$ cat src/rtl/id_ex_if.sv
// ID/EX stage bundle: decode-side inputs, execute-side outputs and the
// forwarding/watchdog indications. The decode/hazard logic drives the master
// side and the pipeline register sits on the slave side.
//
// Flow control: there is no valid/ready pair. The stage always accepts, with a
// fixed priority at every rising edge of flush, then stall, then load.
//   flush - the stage is replaced by a bubble.
//   stall - the stage holds its contents.
//   load  - the stage takes the decode slot; validIn qualifies the slot.
// validOut qualifies every other EX-side field. wbOut is never 1 while
// validOut is 0.
interface id_ex_if #(
  parameter int DATA_W = 32
);
  logic              validIn;
  logic [2:0]        aluSigIn;
  logic              wbIn;
  logic [DATA_W-1:0] rsDataIn;
  logic [DATA_W-1:0] rtDataIn;
  logic [4:0]        rsAddrIn;
  logic [4:0]        rtAddrIn;
  logic [4:0]        rdAddrIn;
  logic              stall;
  logic              flush;
  logic              validOut;
  logic [2:0]        aluSigOut;
  logic              wbOut;
  logic [DATA_W-1:0] rsDataOut;
  logic [DATA_W-1:0] rtDataOut;
  logic [4:0]        rdAddrOut;
  logic              fwdA;
  logic              fwdB;
  logic              stallTimeout;

  modport master (
    output validIn, aluSigIn, wbIn, rsDataIn, rtDataIn,
    output rsAddrIn, rtAddrIn, rdAddrIn, stall, flush,
    input  validOut, aluSigOut, wbOut, rsDataOut, rtDataOut, rdAddrOut,
    input  fwdA, fwdB, stallTimeout
  );

  modport slave (
    input  validIn, aluSigIn, wbIn, rsDataIn, rtDataIn,
    input  rsAddrIn, rtAddrIn, rdAddrIn, stall, flush,
    output validOut, aluSigOut, wbOut, rsDataOut, rtDataOut, rdAddrOut,
    output fwdA, fwdB, stallTimeout
  );
endinterface

$ cat src/rtl/id_ex_stage.sv
// id_ex_stage: decode-to-execute pipeline register for the MIPS pipeline.
// Holds the ALU select, write-back flag, operands and destination for the
// instruction in EX. It also flags EX-stage forwarding hits for the
// instruction currently in decode, and raises a watchdog when the stage stays
// stalled for too long.
// Optional feature macro: ID_EX_PERF_EN adds the bubbleCnt output, a wrapping
// count of edges that leave a bubble in EX.
module id_ex_stage #(
  parameter int DATA_W    = 32,
  parameter int MAX_STALL = 15
) (
  input  logic        clk,
  input  logic        rst_n,
  id_ex_if.slave      bus
`ifdef ID_EX_PERF_EN
  ,
  output logic [31:0] bubbleCnt
`endif
);

  localparam logic [7:0] MAX_CNT = 8'(MAX_STALL);

  logic              valid_q,   valid_d;
  logic [2:0]        alu_q,     alu_d;
  logic              wb_q,      wb_d;
  logic [DATA_W-1:0] rs_data_q, rs_data_d;
  logic [DATA_W-1:0] rt_data_q, rt_data_d;
  logic [4:0]        rd_q,      rd_d;
  logic [7:0]        stall_cnt_q, stall_cnt_d;
  logic              timeout_q, timeout_d;
  logic              do_flush, do_stall, do_load;

  // A flush wins even when stall is also high.
  assign do_flush = bus.flush;
  assign do_stall = bus.stall & ~bus.flush;
  assign do_load  = ~bus.stall & ~bus.flush;

  // Next-state selection: hold by default, then bubble on flush or load on load.
  always_comb begin
    valid_d   = valid_q;
    alu_d     = alu_q;
    wb_d      = wb_q;
    rs_data_d = rs_data_q;
    rt_data_d = rt_data_q;
    rd_d      = rd_q;
    if (do_flush) begin
      valid_d   = 1'b0;
      alu_d     = 3'd0;
      wb_d      = 1'b0;
      rs_data_d = '0;
      rt_data_d = '0;
      rd_d      = 5'd0;
    end else if (do_load) begin
      valid_d   = bus.validIn;
      alu_d     = bus.aluSigIn;
      wb_d      = bus.wbIn & bus.validIn;
      rs_data_d = bus.rsDataIn;
      rt_data_d = bus.rtDataIn;
      rd_d      = bus.rdAddrIn;
    end
  end

  // Stall watchdog: count consecutive stalls, saturate, and flag on reaching the limit.
  always_comb begin
    stall_cnt_d = 8'd0;
    if (do_stall) begin
      stall_cnt_d = (stall_cnt_q >= MAX_CNT) ? MAX_CNT : stall_cnt_q + 8'd1;
    end
    timeout_d = (stall_cnt_d == MAX_CNT);
  end

  // Pipeline register and watchdog state, cleared asynchronously by reset.
  always_ff @(posedge clk or negedge rst_n) begin
    if (!rst_n) begin
      valid_q     <= 1'b0;
      alu_q       <= 3'd0;
      wb_q        <= 1'b0;
      rs_data_q   <= '0;
      rt_data_q   <= '0;
      rd_q        <= 5'd0;
      stall_cnt_q <= 8'd0;
      timeout_q   <= 1'b0;
    end else begin
      valid_q     <= valid_d;
      alu_q       <= alu_d;
      wb_q        <= wb_d;
      rs_data_q   <= rs_data_d;
      rt_data_q   <= rt_data_d;
      rd_q        <= rd_d;
      stall_cnt_q <= stall_cnt_d;
      timeout_q   <= timeout_d;
    end
  end

`ifdef ID_EX_PERF_EN
  logic [31:0] bubble_cnt_q;

  // Bubble counter: counts load or flush edges that leave EX empty, and wraps.
  always_ff @(posedge clk or negedge rst_n) begin
    if (!rst_n) begin
      bubble_cnt_q <= 32'd0;
    end else if ((do_flush || do_load) && !valid_d) begin
      bubble_cnt_q <= bubble_cnt_q + 32'd1;
    end
  end

  assign bubbleCnt = bubble_cnt_q;
`endif

  assign bus.validOut     = valid_q;
  assign bus.aluSigOut    = alu_q;
  assign bus.wbOut        = wb_q;
  assign bus.rsDataOut    = rs_data_q;
  assign bus.rtDataOut    = rt_data_q;
  assign bus.rdAddrOut    = rd_q;
  assign bus.stallTimeout = timeout_q;

  // Register 0 is hard-wired to zero in MIPS, so it never forwards.
  assign bus.fwdA = valid_q & wb_q & (rd_q != 5'd0) & (bus.rsAddrIn == rd_q);
  assign bus.fwdB = valid_q & wb_q & (rd_q != 5'd0) & (bus.rtAddrIn == rd_q);

endmodule

$ cat src/flat_wrapper.sv
// flat-port wrapper written by rule: the top's interface ports become plain ports
module id_ex_stage_flat 
#(
  parameter int DATA_W    = 32,
  parameter int MAX_STALL = 15
)
  (clk, rst_n, bus_validIn, bus_aluSigIn, bus_wbIn, bus_rsDataIn, bus_rtDataIn, bus_rsAddrIn, bus_rtAddrIn, bus_rdAddrIn, bus_stall, bus_flush, bus_validOut, bus_aluSigOut, bus_wbOut, bus_rsDataOut, bus_rtDataOut, bus_rdAddrOut, bus_fwdA, bus_fwdB, bus_stallTimeout);
  id_ex_if #(.DATA_W(DATA_W)) bus_i ();
  input  logic clk;
  input  logic rst_n;
  input wire logic [$bits(bus_i.validIn)-1:0] bus_validIn;
  input wire logic [$bits(bus_i.aluSigIn)-1:0] bus_aluSigIn;
  input wire logic [$bits(bus_i.wbIn)-1:0] bus_wbIn;
  input wire logic [$bits(bus_i.rsDataIn)-1:0] bus_rsDataIn;
  input wire logic [$bits(bus_i.rtDataIn)-1:0] bus_rtDataIn;
  input wire logic [$bits(bus_i.rsAddrIn)-1:0] bus_rsAddrIn;
  input wire logic [$bits(bus_i.rtAddrIn)-1:0] bus_rtAddrIn;
  input wire logic [$bits(bus_i.rdAddrIn)-1:0] bus_rdAddrIn;
  input wire logic [$bits(bus_i.stall)-1:0] bus_stall;
  input wire logic [$bits(bus_i.flush)-1:0] bus_flush;
  output wire logic [$bits(bus_i.validOut)-1:0] bus_validOut;
  output wire logic [$bits(bus_i.aluSigOut)-1:0] bus_aluSigOut;
  output wire logic [$bits(bus_i.wbOut)-1:0] bus_wbOut;
  output wire logic [$bits(bus_i.rsDataOut)-1:0] bus_rsDataOut;
  output wire logic [$bits(bus_i.rtDataOut)-1:0] bus_rtDataOut;
  output wire logic [$bits(bus_i.rdAddrOut)-1:0] bus_rdAddrOut;
  output wire logic [$bits(bus_i.fwdA)-1:0] bus_fwdA;
  output wire logic [$bits(bus_i.fwdB)-1:0] bus_fwdB;
  output wire logic [$bits(bus_i.stallTimeout)-1:0] bus_stallTimeout;
  assign bus_i.validIn = bus_validIn;
  assign bus_i.aluSigIn = bus_aluSigIn;
  assign bus_i.wbIn = bus_wbIn;
  assign bus_i.rsDataIn = bus_rsDataIn;
  assign bus_i.rtDataIn = bus_rtDataIn;
  assign bus_i.rsAddrIn = bus_rsAddrIn;
  assign bus_i.rtAddrIn = bus_rtAddrIn;
  assign bus_i.rdAddrIn = bus_rdAddrIn;
  assign bus_i.stall = bus_stall;
  assign bus_i.flush = bus_flush;
  assign bus_validOut = bus_i.validOut;
  assign bus_aluSigOut = bus_i.aluSigOut;
  assign bus_wbOut = bus_i.wbOut;
  assign bus_rsDataOut = bus_i.rsDataOut;
  assign bus_rtDataOut = bus_i.rtDataOut;
  assign bus_rdAddrOut = bus_i.rdAddrOut;
  assign bus_fwdA = bus_i.fwdA;
  assign bus_fwdB = bus_i.fwdB;
  assign bus_stallTimeout = bus_i.stallTimeout;
  id_ex_stage #(.DATA_W(DATA_W), .MAX_STALL(MAX_STALL)) u_core (.clk(clk), .rst_n(rst_n), .bus(bus_i));
endmodule
$ cat config.mk
export PLATFORM = sky130hd
export DESIGN_NAME = id_ex_stage_flat
export DESIGN_NICKNAME = d
export VERILOG_FILES = /design/src/rtl/id_ex_if.sv /design/src/rtl/id_ex_stage.sv /design/src/flat_wrapper.sv
export SDC_FILE = /design/constraint.sdc
export NUM_CORES = 1
export LEC_CHECK = 0
export CAP_MARGIN = 10
export CELL_PAD_IN_SITES_DETAIL_PLACEMENT = 0
export CELL_PAD_IN_SITES_GLOBAL_PLACEMENT = 2
export CORE_AREA = 5 5 132 134
export DETAILED_ROUTE_END_ITERATION = 10
export DIE_AREA = 0 0 137 139
export PLACE_DENSITY_LB_ADDON = 0.08
export SYNTH_ARGS = -nofsm -noshare
export SYNTH_HDL_FRONTEND = slang
export SYNTH_SLANG_ARGS = --single-unit
$ cat constraint.sdc
create_clock -name clk -period 1.2 [get_ports clk]
set_clock_uncertainty 0.05 [all_clocks]
set_input_delay 0.12 -clock clk [delete_from_list [all_inputs] [get_ports clk]]
set_output_delay 0.12 -clock clk [all_outputs]
set_load 0.02 [all_outputs]
== Yosys cells after proc, flatten, opt, wreduce, memory -nomap -nowiden ==
Index checks and enable logic that the tools add are counted.

* Input bits: 88
* Register bits after elaboration: 83
* Output and inout bits: 77
* Logic and storage cells: 38

* $add $sub $neg: 1
* Eq/ne operators: 3
* Order comparisons: 1
* Muxes and demuxes: 14
* Reduce and logical (&&, ||, !) cells: 2
* Bitwise operators: 9

{| class="wikitable"
|+ Operators with widths
! kind !! number
|-
| 2-to-1 mux 32 bit || 4
|-
| 2-to-1 mux 8 bit || 2
|-
| equality test 5 bit || 2
|-
| 2-to-1 mux 5 bit || 2
|-
| adder 8 x 1 -> 8 bit, second input constant || 1
|-
| equality test 8 x 4 -> 1 bit, second input constant || 1
|-
| greater-or-equal comparator 8 x 4 -> 1 bit, second input constant || 1
|-
| AND 1 bit || 7
|-
| 2-to-1 mux 3 bit || 2
|-
| nonzero test 5 bit || 1
|-
| 2-to-1 mux 1 bit || 4
|-
| inverter 1 bit || 2
|-
| nonzero test 2 bit || 1
|}

== Longest topological paths before layout ==
* Depth in word-level cells: 4
* Depth in mapped cells: 5
* Depth with buffers taken out: 4

== Least setup slack after synthesis ==
Ideal clock, no wire load.

* Path type: register to output
* Start point: register u_core.rd_q[0], in the netlist u_core.bus.rdAddrOut[0]
* End point: output bus_fwdA
* Stages on the path, launching flop included: 4
* Arrival time: 1495 ps
* Path buffers: 0
* Path slack: -465 ps
* Data required time: 1030 ps
* Cell sequence: dfrtp_1 > or4_1 > o211ai_2 > nor4_1

* Word-level cells in the longest chain between the ends: 3
* Elaborated cells on any way between the ends: 4
* Classes of those cells: eq/ne (1); bitwise (2); reduce/logical (1)

{| class="wikitable"
|+ Ends and longest elaborated chain
! item !! RTL line !! text
|-
| from (decl) || id_ex_stage.sv:28 || <nowiki>logic [4:0] rd_q, rd_d;</nowiki>
|-
| from (signal assigned) || id_ex_stage.sv:89 || <nowiki>rd_q <= rd_d;</nowiki>
|-
| nonzero test 5 bit || id_ex_stage.sv:119 || <nowiki>assign bus.fwdA = valid_q & wb_q & (rd_q != 5'd0) & (bus.rsAddrIn == rd_q);</nowiki>
|-
| AND 1 bit || id_ex_stage.sv:119 ||
|-
| AND 1 bit (*) || id_ex_stage.sv:119 ||
|-
| to (decl) || flat_wrapper.sv:27 || <nowiki>output wire logic [$bits(bus_i.fwdA)-1:0] bus_fwdA;</nowiki>
|}

Mark *: on every way between the ends. The rest lies on a longest branch, timed or not.

== Worst setup path after layout ==
Same ends and word-level chain as after synthesis.

==> flow_metrics.py <==
metrics = {
    "synth": {
        "yosys_register_bits": 83,
        "synth_cell_types": 25,
        "syn-cell-area_mm2": 0.003456,
        "synthAdderAreaFrac": 0.003621,
        "avgSynthCellArea_um2": 12.08,
        "ys_seq_area_frac": 0.6010,
        "synthMuxAreaShare": 0.2143,
        "synth_compound_area_frac": 0.02100,
        "synth_xor_area_frac": 0.02534,
        "synthCells": 286,
        "synthSimpleGateAreaFrac": 0.1064,
        "synth_top_family_by_area": "multiplexers",
        "yosysWarnings": 0,
    },
    "final_layout": {
        "area_delta_synth_final_pct": 71.14,
        "design_area_mm2": 0.005914,
        "drive_above_1_share": 0.2794,
        "fin_nets": 560,
        "antenna_cells": 0,
        "layout_commonest_cell": "clkdlybuf4s50_1",
        "final_cell_mix": "clkdlybuf4s50_1 (84), dfrtp_1 (80), mux2i_1 (74), nor2_1 (74), clkdlybuf4s15_2 (50)",
    },
    "grt": {
        "grt_pass1_vias": 3020,
        "grt_max_degree": 49,
        "grt_antenna_before_repair": 0,
        "grt_pass1_wl_mm": 16.98,
        "overflow": 0,
        "gr-usage-all-layers": 0.1152,
    },
    "placed_design": {
        "gp_congestion": 0.7133,
        "placed_cell_area_mm2": 0.005519,
        "dp_slack_ps": -723.5,
        "dp_hpwl_mm": 7.723,
        "port_buffers": 164,
    },
    "route": {
        "dr.pass1.iters": 4,
        "vias_per_cell": 3.922,
        "drtIter0Drc": 94,
        "ant_nets": 0,
        "remaining_drc_errors": 0,
        "routedWlPerCell_um": 15.52,
        "vias": 2730,
        "wl_mm": 10.80,
    },
    "cts": {
        "ctsRootBufferMaster": "clkbuf_16",
        "cts_sinks": 83,
        "cts.clk_slew.worst_paths_ps": 60,
        "ctsHtreeMaxLevel": 3,
        "cts_tree": "built",
        "worstSkewPairLatency_ps": 340,
        "numCtsBuffers": 9,
        "clk_path_buf_depth": 2,
    },
    "timing": {
        "layout_setup_ws_ps": -639.2,
        "min_period_ps": 1839,
        "finalHoldViolations": 0,
        "fmax_ghz": 0.5437,
        "finalSetupViolCount": 5,
        "period_share": 1.533,
        "drv_slew": 0,
        "rsz0062_at_grt": "true",
    },
    "floorplan": {
        "start_util": 0.2137,
        "rows": 47,
        "die_w_um": 137,
        "io_pins": 165,
        "dieArea_mm2": 0.01904,
        "die_y_um": 139,
        "fp.coreArea_mm2": 0.01617,
    },
    "status": {
        "violations": "negative setup slack",
        "status": "complete, but fails checks",
    },
    "worst_hold_path": {
        "hold_class": "primary input to async pin",
    },
    "power": {
        "irDropWorstVdd_v": 0.0005686,
        "fin_total_pwr_mw": 7.259,
        "total_leakage_power_nw": 2.756,
        "p_per_area_mw_per_mm2": 1227,
    },
    "worst_setup_path": {
        "worstSetupPathType": "flop to output port",
        "required_ps": 1030,
        "cp.arrival_ps": 1670,
        "critical_path.top_delay_family": "simple AND/OR/NAND/NOR gates",
        "cp-end-kind": "output port",
        "start_kind": "flop",
        "crit_path_max_incr_delay_ps": 520,
        "cp_max_fo": 2,
        "crit_buf_inv": 1,
        "path_cells": "or4_4 > o211ai_4 > nor4_2 > buf_4",
        "crit_path_top_delay_cell": "or4_4",
    },
    "run": {
        "drv_cap": 0,
    },
}
## cell type report
class	instances	area, um2
clock buffers	12	266.5
clock inverters	4	47.55
fillers	1611	10260
inverters	1	3.754
multi-input cells	188	1368
flip-flops and latches	83	2081
well taps	220	275.3
repair buffers	188	1873
## registers in the layout, indices dropped and copies added, names as in the netlist
| register | flops |
|---|---|
| u_core.bus.rsDataOut | 32 |
| u_core.bus.rtDataOut | 32 |
| u_core.stall_cnt_q | 8 |
| u_core.bus.rdAddrOut | 5 |
| u_core.bus.aluSigOut | 3 |
| u_core.bus.stallTimeout | 1 |
| u_core.bus.validOut | 1 |
| u_core.bus.wbOut | 1 |
## synth_stat cells, drive strengths merged
master,instances,area share
ha,1,0.0036
nand3,3,0.0043
nor2,74,0.080
nand2b,2,0.0036
xnor2,6,0.015
a21oi,6,0.0087
nor2b,1,0.0018
o211ai,1,0.0036
nand2,1,0.0011
nor4,3,0.0054
or4,2,0.0054
inv,1,0.0011
a211oi,1,0.0022
clkbuf,6,0.0065
dfrtp,83,0.60
conb,1,0.0011
o21ai,2,0.0029
nand3b,2,0.0043
mux2i,74,0.21
xor2,4,0.010
a31oi,1,0.0036
buf,11,0.020
## path summary, 6_finish.rpt
check,from,endpoint,depth (start not counted),slack (ps)
max in group asynchronous,rst_n,u_core.bus.rtDataOut[25],3,530
hold reg to reg,u_core.bus.rsDataOut[4],u_core.bus.rsDataOut[4],2,470
min in group clk,bus_flush,u_core.bus.rtDataOut[7],3,190
hold / removal,rst_n,u_core.bus.rtDataOut[29],2,120
setup reg to reg,u_core.stall_cnt_q[5],u_core.stall_cnt_q[0],3,-190
setup / recovery,u_core.bus.rdAddrOut[0],bus_fwdA,4,-640
## metrics by stage
step           instances  setup TNS [ps]  hold slack, ps    util
2_1_floorplan        289          -826.4          -225.6       -
5_1_grt              696           -2155           131.5  0.3657
3_3_place_gp         675           -2269          -65.24  0.3413
3_5_place_dp         675           -2271          -68.91  0.3413
6_report             696           -1793           119.0  0.3657
4_1_cts              695           -1946           112.6  0.3694
## cells by family (layout without fill, tap and decap cells)
| group | Yosys count | after routing |
|---|---|---|
| AO/OA/AOI/OAI | 11 | 11 |
| XOR/XNOR | 10 | 10 |
| adder cells (fa/ha/maj) | 1 | 1 |
| buffers and inverters | 18 | 205 |
| flip-flops | 83 | 83 |
| multiplexers | 74 | 74 |
| other | 1 | 4 |
| AND/OR/NAND/NOR | 88 | 88 |
## worst reg2reg max path: cells and delay by family (launching register included)
| family | cells | cell delay [ps] |
|---|---|---|
| AOI/OAI and AO/OA | 2 | 260 |
| and+or+nand+nor | 1 | 580 |
| DFF | 1 | 390 |
## power breakdown
part / leakage (nW) / total (mW) / switching, mW / internal, mW
Sequential: 1.09 / 3.05 / 0.0960 / 2.96
Clock: 0.155 / 2.91 / 1.13 / 1.78
Combinational: 1.51 / 1.30 / 0.613 / 0.688
## routing by layer
| layer | share of wire | vias up | track usage |
|---|---|---|---|
| li1 | - | 1322 | - |
| met4 | 0.019 | 0 | 0.05042 |
| met1 | 0.43 | 1295 | 0.1442 |
| met5 | 0 | - | 0 |
| met3 | 0.080 | 13 | 0.03846 |
| met2 | 0.47 | 100 | 0.1802 |
## what timing repair did
action                     CTS  global route
gates cloned                 0             0
pin swaps                    6             3
setup endpoints to repair   81            30
setup buffers                3             2
hold endpoints to repair    83             0
hold buffers                 1             0
resized for setup          254            24
No activity file was read; power rests on OpenSTA's default activity.
